$ cat config.mk
export PLATFORM = sky130hd
export DESIGN_NAME = seq_multi
export DESIGN_NICKNAME = d
export VERILOG_FILES = /design/src/rtl/seq_multi.sv
export SDC_FILE = /design/constraint.sdc
export NUM_CORES = 1
export LEC_CHECK = 0
export ABC_AREA = 0
export CAP_MARGIN = 5
export CORE_MARGIN = 2
export CORE_UTILIZATION = 40
export CTS_BUF_LIST = sky130_fd_sc_hd__clkbuf_8
export DETAILED_ROUTE_END_ITERATION = 8
export SYNTH_ARGS = -nofsm -noshare
export SYNTH_HDL_FRONTEND = slang
export SYNTH_SLANG_ARGS = --single-unit
$ cat constraint.sdc
create_clock -name clock -period 2.78 [get_ports clock]
set_input_delay 0.695 -clock clock [delete_from_list [all_inputs] [get_ports clock]]
set_output_delay 0.695 -clock clock [all_outputs]
set_load 0.05 [all_outputs]
$ cat src/rtl/seq_multi.sv
// seq_multi: iterative shift-add unsigned multiplier, one multiplier bit per clock.
// A start pulse in IDLE captures a and b; the product appears on res with a
// one-cycle done pulse once the operation finishes, and res holds until the
// next completion.
// Optional build macro SEQ_MULTI_EARLY_TERM_EN: the operation also finishes as
// soon as no set multiplier bits remain, so latency follows the highest set bit of b.
module seq_multi #(
  parameter int WIDTH = 5,
  parameter int CNT_W = $clog2(WIDTH + 1)
) (
  input  logic                 clock,
  input  logic                 reset_n,
  input  logic                 start,
  input  logic [WIDTH-1:0]     a,
  input  logic [WIDTH-1:0]     b,
  output logic                 busy,
  output logic                 done,
  output logic [2*WIDTH-1:0]   res
);

  localparam int RW = 2 * WIDTH;
  localparam logic [CNT_W-1:0] LAST_CNT = CNT_W'(WIDTH - 1);
  localparam logic [CNT_W-1:0] CNT_ONE  = CNT_W'(1);
  localparam logic [CNT_W-1:0] CNT_ZERO = {CNT_W{1'b0}};
  localparam logic [RW-1:0]    RW_ZERO  = {RW{1'b0}};
  localparam logic [WIDTH-1:0] W_ZERO   = {WIDTH{1'b0}};

  typedef enum logic [0:0] {
    IDLE = 1'b0,
    BUSY = 1'b1
  } state_t;

  // Partial product for one iteration: the shifted multiplicand when the
  // current multiplier bit is set, otherwise zero.
  function automatic logic [RW-1:0] partial_product(input logic [RW-1:0] mcand,
                                                    input logic          bit0);
    logic [RW-1:0] pp;
    if (bit0) begin
      pp = mcand;
    end else begin
      pp = RW_ZERO;
    end
    return pp;
  endfunction

  state_t           state_r;
  state_t           state_next_s;

  logic [RW-1:0]    mcand_r;
  logic [WIDTH-1:0] mplier_r;
  logic [RW-1:0]    acc_r;
  logic [CNT_W-1:0] count_r;

  logic [RW-1:0]    mcand_next_s;
  logic [WIDTH-1:0] mplier_next_s;
  logic [RW-1:0]    acc_next_s;
  logic [CNT_W-1:0] count_next_s;

  logic [RW-1:0]    acc_sum_s;
  logic             last_iter_s;
  logic             no_bits_left_s;
  logic             finish_s;

  logic             busy_r;
  logic             done_r;
  logic [RW-1:0]    res_r;
  logic             busy_next_s;
  logic             done_next_s;
  logic [RW-1:0]    res_next_s;

  // Iteration arithmetic and the finish condition for the current BUSY edge.
  always_comb begin
    acc_sum_s      = acc_r + partial_product(mcand_r, mplier_r[0]);
    last_iter_s    = (count_r == LAST_CNT);
    no_bits_left_s = (mplier_r[WIDTH-1:1] == W_ZERO[WIDTH-2:0]);
`ifdef SEQ_MULTI_EARLY_TERM_EN
    finish_s       = (state_r == BUSY) && (last_iter_s || no_bits_left_s);
`else
    finish_s       = (state_r == BUSY) && last_iter_s;
`endif
  end

  // FSM state register; reset discards any in-flight operation.
  always_ff @(posedge clock) begin
    if (!reset_n) begin
      state_r <= IDLE;
    end else begin
      state_r <= state_next_s;
    end
  end

  // FSM next-state: accept start only in IDLE, leave BUSY on the finishing edge.
  always_comb begin
    state_next_s = state_r;
    case (state_r)
      IDLE: begin
        if (start) begin
          state_next_s = BUSY;
        end else begin
          state_next_s = IDLE;
        end
      end
      BUSY: begin
        if (finish_s) begin
          state_next_s = IDLE;
        end else begin
          state_next_s = BUSY;
        end
      end
      default: begin
        state_next_s = IDLE;
      end
    endcase
  end

  // FSM outputs: next values for the registered busy/done/res.
  always_comb begin
    busy_next_s = busy_r;
    done_next_s = 1'b0;
    res_next_s  = res_r;
    case (state_r)
      IDLE: begin
        if (start) begin
          busy_next_s = 1'b1;
        end else begin
          busy_next_s = 1'b0;
        end
      end
      BUSY: begin
        if (finish_s) begin
          busy_next_s = 1'b0;
          done_next_s = 1'b1;
          res_next_s  = acc_sum_s;
        end else begin
          busy_next_s = 1'b1;
        end
      end
      default: begin
        busy_next_s = 1'b0;
      end
    endcase
  end

  // Datapath next values: load operands on accept, shift-add while busy.
  always_comb begin
    mcand_next_s  = mcand_r;
    mplier_next_s = mplier_r;
    acc_next_s    = acc_r;
    count_next_s  = count_r;
    case (state_r)
      IDLE: begin
        if (start) begin
          mcand_next_s  = {W_ZERO, a};
          mplier_next_s = b;
          acc_next_s    = RW_ZERO;
          count_next_s  = CNT_ZERO;
        end else begin
          mcand_next_s  = mcand_r;
        end
      end
      BUSY: begin
        acc_next_s    = acc_sum_s;
        mcand_next_s  = mcand_r << 1;
        mplier_next_s = mplier_r >> 1;
        count_next_s  = count_r + CNT_ONE;
      end
      default: begin
        count_next_s  = CNT_ZERO;
      end
    endcase
  end

  // Datapath registers.
  always_ff @(posedge clock) begin
    if (!reset_n) begin
      mcand_r  <= RW_ZERO;
      mplier_r <= W_ZERO;
      acc_r    <= RW_ZERO;
      count_r  <= CNT_ZERO;
    end else begin
      mcand_r  <= mcand_next_s;
      mplier_r <= mplier_next_s;
      acc_r    <= acc_next_s;
      count_r  <= count_next_s;
    end
  end

  // Output registers: busy level, one-cycle done pulse, held result.
  always_ff @(posedge clock) begin
    if (!reset_n) begin
      busy_r <= 1'b0;
      done_r <= 1'b0;
      res_r  <= RW_ZERO;
    end else begin
      busy_r <= busy_next_s;
      done_r <= done_next_s;
      res_r  <= res_next_s;
    end
  end

  assign busy = busy_r;
  assign done = done_r;
  assign res  = res_r;

endmodule
==> flow_metrics.env, run 1 <==
export IMPL_status="finished clean"
export IMPL_grt_util_all_layers_pct=15.4
export IMPL_p_per_area_mw_per_mm2=463
export IMPL_num_rows=26
export IMPL_routed_wl_um=4130
export IMPL_synthCells=244
export IMPL_drc=0
export IMPL_intPower_uw=891
export IMPL_crit_fanout=11
export IMPL_fp_dieH_um=76.2
export IMPL_cts_sinks=40
export IMPL_cts_setup_buffers=0
export IMPL_place_ws_ps=422
export IMPL_gr_total_overflow=0
export IMPL_drv_slew=0
export IMPL_critical_path_class="flip-flop to flip-flop"
export IMPL_coreArea_sq_mm=0.00507
export IMPL_peakVddDrop_uv=410
export IMPL_end_kind="flip-flop"
export IMPL_clockRootBuffer="clkbuf_8"
export IMPL_postSynthAreaPerCell_sq_um=8.54
export IMPL_setup_ws_ps=415
export IMPL_grt_first_pass_wirelength_um=7320
export IMPL_netSwitchingFraction_pct=22.8
export IMPL_leakagePower_nw=1.00
export IMPL_finalSetupViolCount=0
export IMPL_fin_setup_tns_ps=0
export IMPL_mappedNetlistNets=269
export IMPL_path_clk_slew_ps=80
export IMPL_h_tree_depth=2
export IMPL_worstPathArrival_ps=2540
export IMPL_vias_per_cell=4.94
export IMPL_synth_area_sq_mm=0.00208
export IMPL_fin_nets=289
export IMPL_drt_first_iter_violations=94
export IMPL_fmax_mhz=423
export IMPL_synth_warning_count=0
export IMPL_wl_per_cell_um=12.3
export IMPL_yosysUniqueCellTypes=42
export IMPL_combPwrFrac_pct=8.2
export IMPL_ios=25
export IMPL_tightest_slew_ps=734
export IMPL_place_hpwl_um=3000
export IMPL_grt_pass1_vias=1552
export IMPL_antenna_found_initial=0
export IMPL_period_minus_slack_ps=2370
export IMPL_power_share_clock_pct=39.8
export IMPL_cap_violations=0
export IMPL_synth_seq_cells=40
export IMPL_power_frac_seq_pct=51.9
export IMPL_cts_tree="yes"
export IMPL_vias=1655
export IMPL_routabilityCongestion=0.817
export IMPL_port_buffers=24
export IMPL_diodes=0
export IMPL_min_period_over_period_pct=85.1
export IMPL_initial_core_util_pct=41.1
export IMPL_clk_insertion_delay_late_ps=290
export IMPL_slew_headroom_pct=51.0
export IMPL_cts_inserted_buffers=5
export IMPL_required_ps=2950
export IMPL_grt_max_degree=35
export IMPL_nFillCells=518
export IMPL_drive_gt1_share_pct=6.04
export IMPL_die_area_sq_mm=0.00580
export IMPL_fin_worst_skew_ps=5.41
export IMPL_cts_hold_fix_buffers=0
export IMPL_seq_area_frac_synth_pct=38.4
export IMPL_worst_hold_path_type="flip-flop to flip-flop"
export IMPL_fp_dieW_um=76.2
export IMPL_cts_resized=0
export IMPL_start_kind="flip-flop"
export IMPL_final_antenna_net_count=0
export IMPL_p_switching_uw=263
export IMPL_dr_pass1_iters=4
export IMPL_hold_violations=0
export IMPL_rsz0062_at_grt="false"
export IMPL_syn2layout_area_growth_pct=19.8
export IMPL_cts_max_path_buffers=2
==> kinds of logic after synthesis <==
kind of cell | after synthesis | synth area share [%]
and+or+nand+nor | 98 | 24.6
AOI/OAI and AO/OA | 51 | 16.4
DFF | 40 | 38.4
buffers and inverters | 25 | 4.68
muxes | 13 | 6.25
adders and majority gates | 12 | 7.57
xor gates and xnor gates | 5 | 2.10
==> worst paths after layout <==
| kind | from | endpoint | slack [ps] | cells after the start |
|---|---|---|---|---|
| hold / removal | res[6] | res[6] | 460 | 2 |
| setup / recovery | mplier_r[0] | acc_r[8] | 410 | 9 |
| setup reg to reg | mplier_r[0] | acc_r[8] | 410 | 9 |
| hold reg to reg | res[6] | res[6] | 460 | 2 |
==> routing by layer <==
metal / track usage [%] / up-vias / part of all wire (%)
li1: - / 889 / -
met1: 21.2 / 735 / 51
met2: 23.9 / 26 / 44
met3: 3.79 / 5 / 3.4
met4: 5.09 / 0 / 1.3
met5: 0 / - / 0
==> cells in the mapped netlist <==
master	n	share of area, %
a32oi_2	1	0.78
o41ai_1	1	0.42
o32ai_1	1	0.42
nand4_1	1	0.30
a32o_1	2	0.96
o2111ai_1	1	0.42
and4b_1	1	0.48
o32a_1	1	0.48
o211ai_1	2	0.72
dfxtp_1	40	38
nor4b_1	1	0.42
nand2_1	9	1.6
o2111ai_2	1	0.72
mux2i_1	13	6.2
buf_1	3	0.54
a2bb2oi_1	1	0.42
o21ai_2	1	0.42
or3b_2	1	0.42
o21a_1	2	0.72
nor3b_1	10	3.6
buf_2	3	0.72
a21oi_1	22	5.3
or3_1	6	1.8
nand3b_1	2	0.72
o21bai_1	1	0.36
nor2_1	38	6.8
nor2b_4	1	0.66
a31oi_1	2	0.60
inv_1	11	2.0
o21ai_0	7	1.7
and2_1	9	2.7
fa_1	1	0.96
nand3_1	8	1.9
a22o_1	3	1.3
nor3_1	4	0.96
nor2b_1	3	0.90
ha_1	11	6.6
xor2_1	1	0.42
clkbuf_1	8	1.4
a21o_1	2	0.72
nand2b_1	4	1.2
xnor2_1	4	1.7
==> metrics by stage <==
stage	total power, mW	utilization [%]	hold slack, ps	area (sq um)	cells
floorplan	0.671	-	454	2080	244
finish	1.15	49.2	456	2490	335
CTS	1.18	49.2	464	2490	335
global route	1.21	49.2	502	2490	335
detailed placement	0.709	47.0	445	2390	327
global placement	0.709	47.0	440	2390	327
==> worst max-delay path: stages (launching register included) <==
cell and delay (ps):
dfxtp_1 470, and2_1 170, ha_1 160, inv_1 50, fa_1 430, nor2b_4 150, o2111ai_2 130, a32oi_2 280
nor2_1 80, or3_1 340
==> power groups by stage <==
stage / clock, mW / sequential, mW / combinational (mW)
finish: 0.460 / 0.599 / 0.0948
floorplan: 0 / 0.607 / 0.0640
detailed placement: 0 / 0.613 / 0.0959
CTS: 0.484 / 0.600 / 0.0961
global route: 0.499 / 0.602 / 0.106
global placement: 0 / 0.613 / 0.0958
==> sequential cells by signal, summed over array words and instances, names as in the netlist <==
register / count
done: 1
acc_r: 10
res: 10
mcand_r: 10
count_r: 3
busy: 1
mplier_r: 5
==> final cells by class <==
class / count / area (sq um) / share of cell area [%]
sequential: 40 / 801 / 32.1
inverter: 11 / 41.3 / 1.65
timing repair buffer: 27 / 273 / 10.9
multi-input combinational: 179 / 1180 / 47.5
clock inverter: 3 / 38.8 / 1.55
tap: 70 / 87.6 / 3.51
clock buffer: 5 / 68.8 / 2.76
==> cell usage in the layout, fill, tap and decap left out, types with 9 or more instances in the layout <==
master,synthesis,layout
mux2i_1,13,13
and2_1,9,9
ha_1,11,11
nand2_1,9,9
nor2_1,38,38
a21oi_1,22,22
clkdlybuf4s50_1,0,23
dfxtp_1,40,40
inv_1,11,12
nor3b_1,10,10
Power figures use the tool's default switching activity.
==> run 2, diff against run 1 <==
--- a/config.mk
+++ b/config.mk
@@ -8,7 +8,7 @@
 export ABC_AREA = 0
 export CAP_MARGIN = 5
 export CORE_MARGIN = 2
-export CORE_UTILIZATION = 40
+export CORE_UTILIZATION = 32
 export CTS_BUF_LIST = sky130_fd_sc_hd__clkbuf_8
 export DETAILED_ROUTE_END_ITERATION = 8
 export SYNTH_ARGS = -nofsm -noshare
==> flow_metrics.env, run 2 (synthesis gave the netlist of run 1 again) <==
export IMPL_clk_insertion_delay_late_ps=300
export IMPL_drc=0
export IMPL_drt_first_iter_violations=51
export IMPL_fp_dieH_um=84.7
export IMPL_num_rows=29
export IMPL_power_share_clock_pct=43.0
export IMPL_port_buffers=24
export IMPL_crit_fanout=11
export IMPL_grt_first_pass_wirelength_um=7280
export IMPL_instances_no_fill=342
export IMPL_tightest_slew_ps=518
export IMPL_dpl_cell_count=334
export IMPL_diodes=0
export IMPL_hold_depth=2
export IMPL_grt_max_degree=55
export IMPL_fp_dieW_um=84.7
export IMPL_fin_nets=289
export IMPL_leakagePower_nw=1.01
export IMPL_worstPathArrival_ps=2580
export IMPL_critical_path_class="flip-flop to flip-flop"
export IMPL_cts_resized=0
export IMPL_min_period_over_period_pct=86.3
export IMPL_grt_util_all_layers_pct=12.8
export IMPL_min_to="res[8]"
export IMPL_path_clk_slew_ps=80
export IMPL_layout_commonest_cell="dfxtp_1"
export IMPL_wl_per_cell_um=12.7
export IMPL_p_per_area_mw_per_mm2=484
export IMPL_cts_inserted_buffers=5
export IMPL_start_kind="flip-flop"
export IMPL_nFillCells=664
export IMPL_drive_gt1_share_pct=6.42
export IMPL_routed_wl_um=4350
export IMPL_initial_core_util_pct=33.0
export IMPL_cts_setup_buffers=0
export IMPL_rsz0062_at_grt="false"
export IMPL_dr_pass1_iters=4
export IMPL_h_tree_depth=2
export IMPL_final_cell_mix="dfxtp_1, nor2_1, clkdlybuf4s50_1"
export IMPL_vias=1724
export IMPL_required_ps=2960
export IMPL_cts_sinks=40
export IMPL_coreArea_sq_mm=0.00631
export IMPL_drv_slew=0
export IMPL_p_switching_uw=275
export IMPL_final_area_sq_mm=0.00252
export IMPL_clockRootBuffer="clkbuf_8"
export IMPL_status="finished clean"
export IMPL_dpl_instance_area_sq_mm=0.00240
export IMPL_power_frac_seq_pct=48.7
export IMPL_cts_hold_fix_buffers=0
export IMPL_worst_hold_path_type="flip-flop to flip-flop"
export IMPL_p_total_mw=1.22
export IMPL_cts_tree="yes"
export IMPL_peakVddDrop_uv=220
export IMPL_finalSetupViolCount=0
export IMPL_final_antenna_net_count=0
export IMPL_antenna_found_initial=0
export IMPL_ff2ff_setup_slack_ps=380
export IMPL_hp_start="res[8]"
export IMPL_r2r_end="acc_r[8]"
export IMPL_fin_setup_tns_ps=0
export IMPL_die_area_sq_mm=0.00717
export IMPL_combPwrFrac_pct=8.4
export IMPL_fmax_mhz=417
export IMPL_syn2layout_area_growth_pct=21.1
export IMPL_slew_headroom_pct=65.5
export IMPL_r2r_worst_path_cells=9
export IMPL_grt_pass1_vias=1548
export IMPL_period_minus_slack_ps=2400
export IMPL_cts_max_path_buffers=2
export IMPL_intPower_uw=945
export IMPL_netSwitchingFraction_pct=22.5
export IMPL_routabilityCongestion=0.850
export IMPL_cap_violations=0
export IMPL_r2r_start="mplier_r[0]"
export IMPL_startpoint="mplier_r[0]"
export IMPL_hold_violations=0
export IMPL_vias_per_cell=5.04
export IMPL_place_hpwl_um=3090
export IMPL_ios=25
export IMPL_gr_total_overflow=0
export IMPL_end_kind="flip-flop"
export IMPL_fin_worst_skew_ps=2.27
[run 2: changes by cell type in the layout (fill, tap and decap cells not counted)]
cell,before,now
clkbuf_8,5,7
clkinv_2,1,0
inv_1,12,11
[run 2: critical path, cell delays in order (launching register included)]
cell and delay [ps]:
dfxtp_1 490, and2_1 180, ha_1 160, inv_1 50, fa_1 430, nor2b_4 150, o2111ai_2 140, a32oi_2 260
nor2_1 80, or3_1 340
[run 2: final cells by class]
| cell class | count | area, sq um | area share (%) |
|---|---|---|---|
| clock inverters | 1 | 30.0 | 1.19 |
| flip-flops and latches | 40 | 801 | 31.7 |
| repair buffers | 27 | 273 | 10.8 |
| well taps | 77 | 96.3 | 3.82 |
| multi-input cells | 179 | 1180 | 47.0 |
| clock buffers | 7 | 96.3 | 3.82 |
| inverters | 11 | 41.3 | 1.64 |
[run 2: worst max path at each step]
stage / to / slack [ps] / depth (start not counted)
4_1_cts: acc_r[8] / 350 / 9
2_1_floorplan: acc_r[8] / 510 / 10
3_5_place_dp: acc_r[8] / 370 / 9
6_report: acc_r[8] / 380 / 9
3_3_place_gp: acc_r[8] / 490 / 9
5_1_grt: acc_r[8] / 230 / 9
[run 2: power groups by stage]
stage,Clock (mW),Combinational (mW),Sequential [mW]
CTS,0.539,0.103,0.594
detailed placement,0,0.103,0.607
finish,0.524,0.102,0.594
global placement,0,0.102,0.607
floorplan,0,0.0640,0.607
global route,0.559,0.114,0.596
[run 2: per-stage QoR]
stage | hold slack [ps] | setup slack, ps | util [%]
final | 456 | 381 | 40.0
after global routing | 485 | 228 | 40.0
after CTS | 462 | 352 | 40.0
after detailed placement | 444 | 372 | 38.0
after global placement | 441 | 488 | 38.0
after floorplan | 454 | 512 | -
[run 2: metal layers]
| layer | vias up | part of all wire, % | GRT usage, % |
|---|---|---|---|
| li1 | 887 | - | - |
| met1 | 800 | 53 | 18.2 |
| met2 | 30 | 41 | 17.9 |
| met3 | 7 | 3.5 | 2.65 |
| met4 | 0 | 2.1 | 6.78 |
| met5 | - | 0 | 0 |
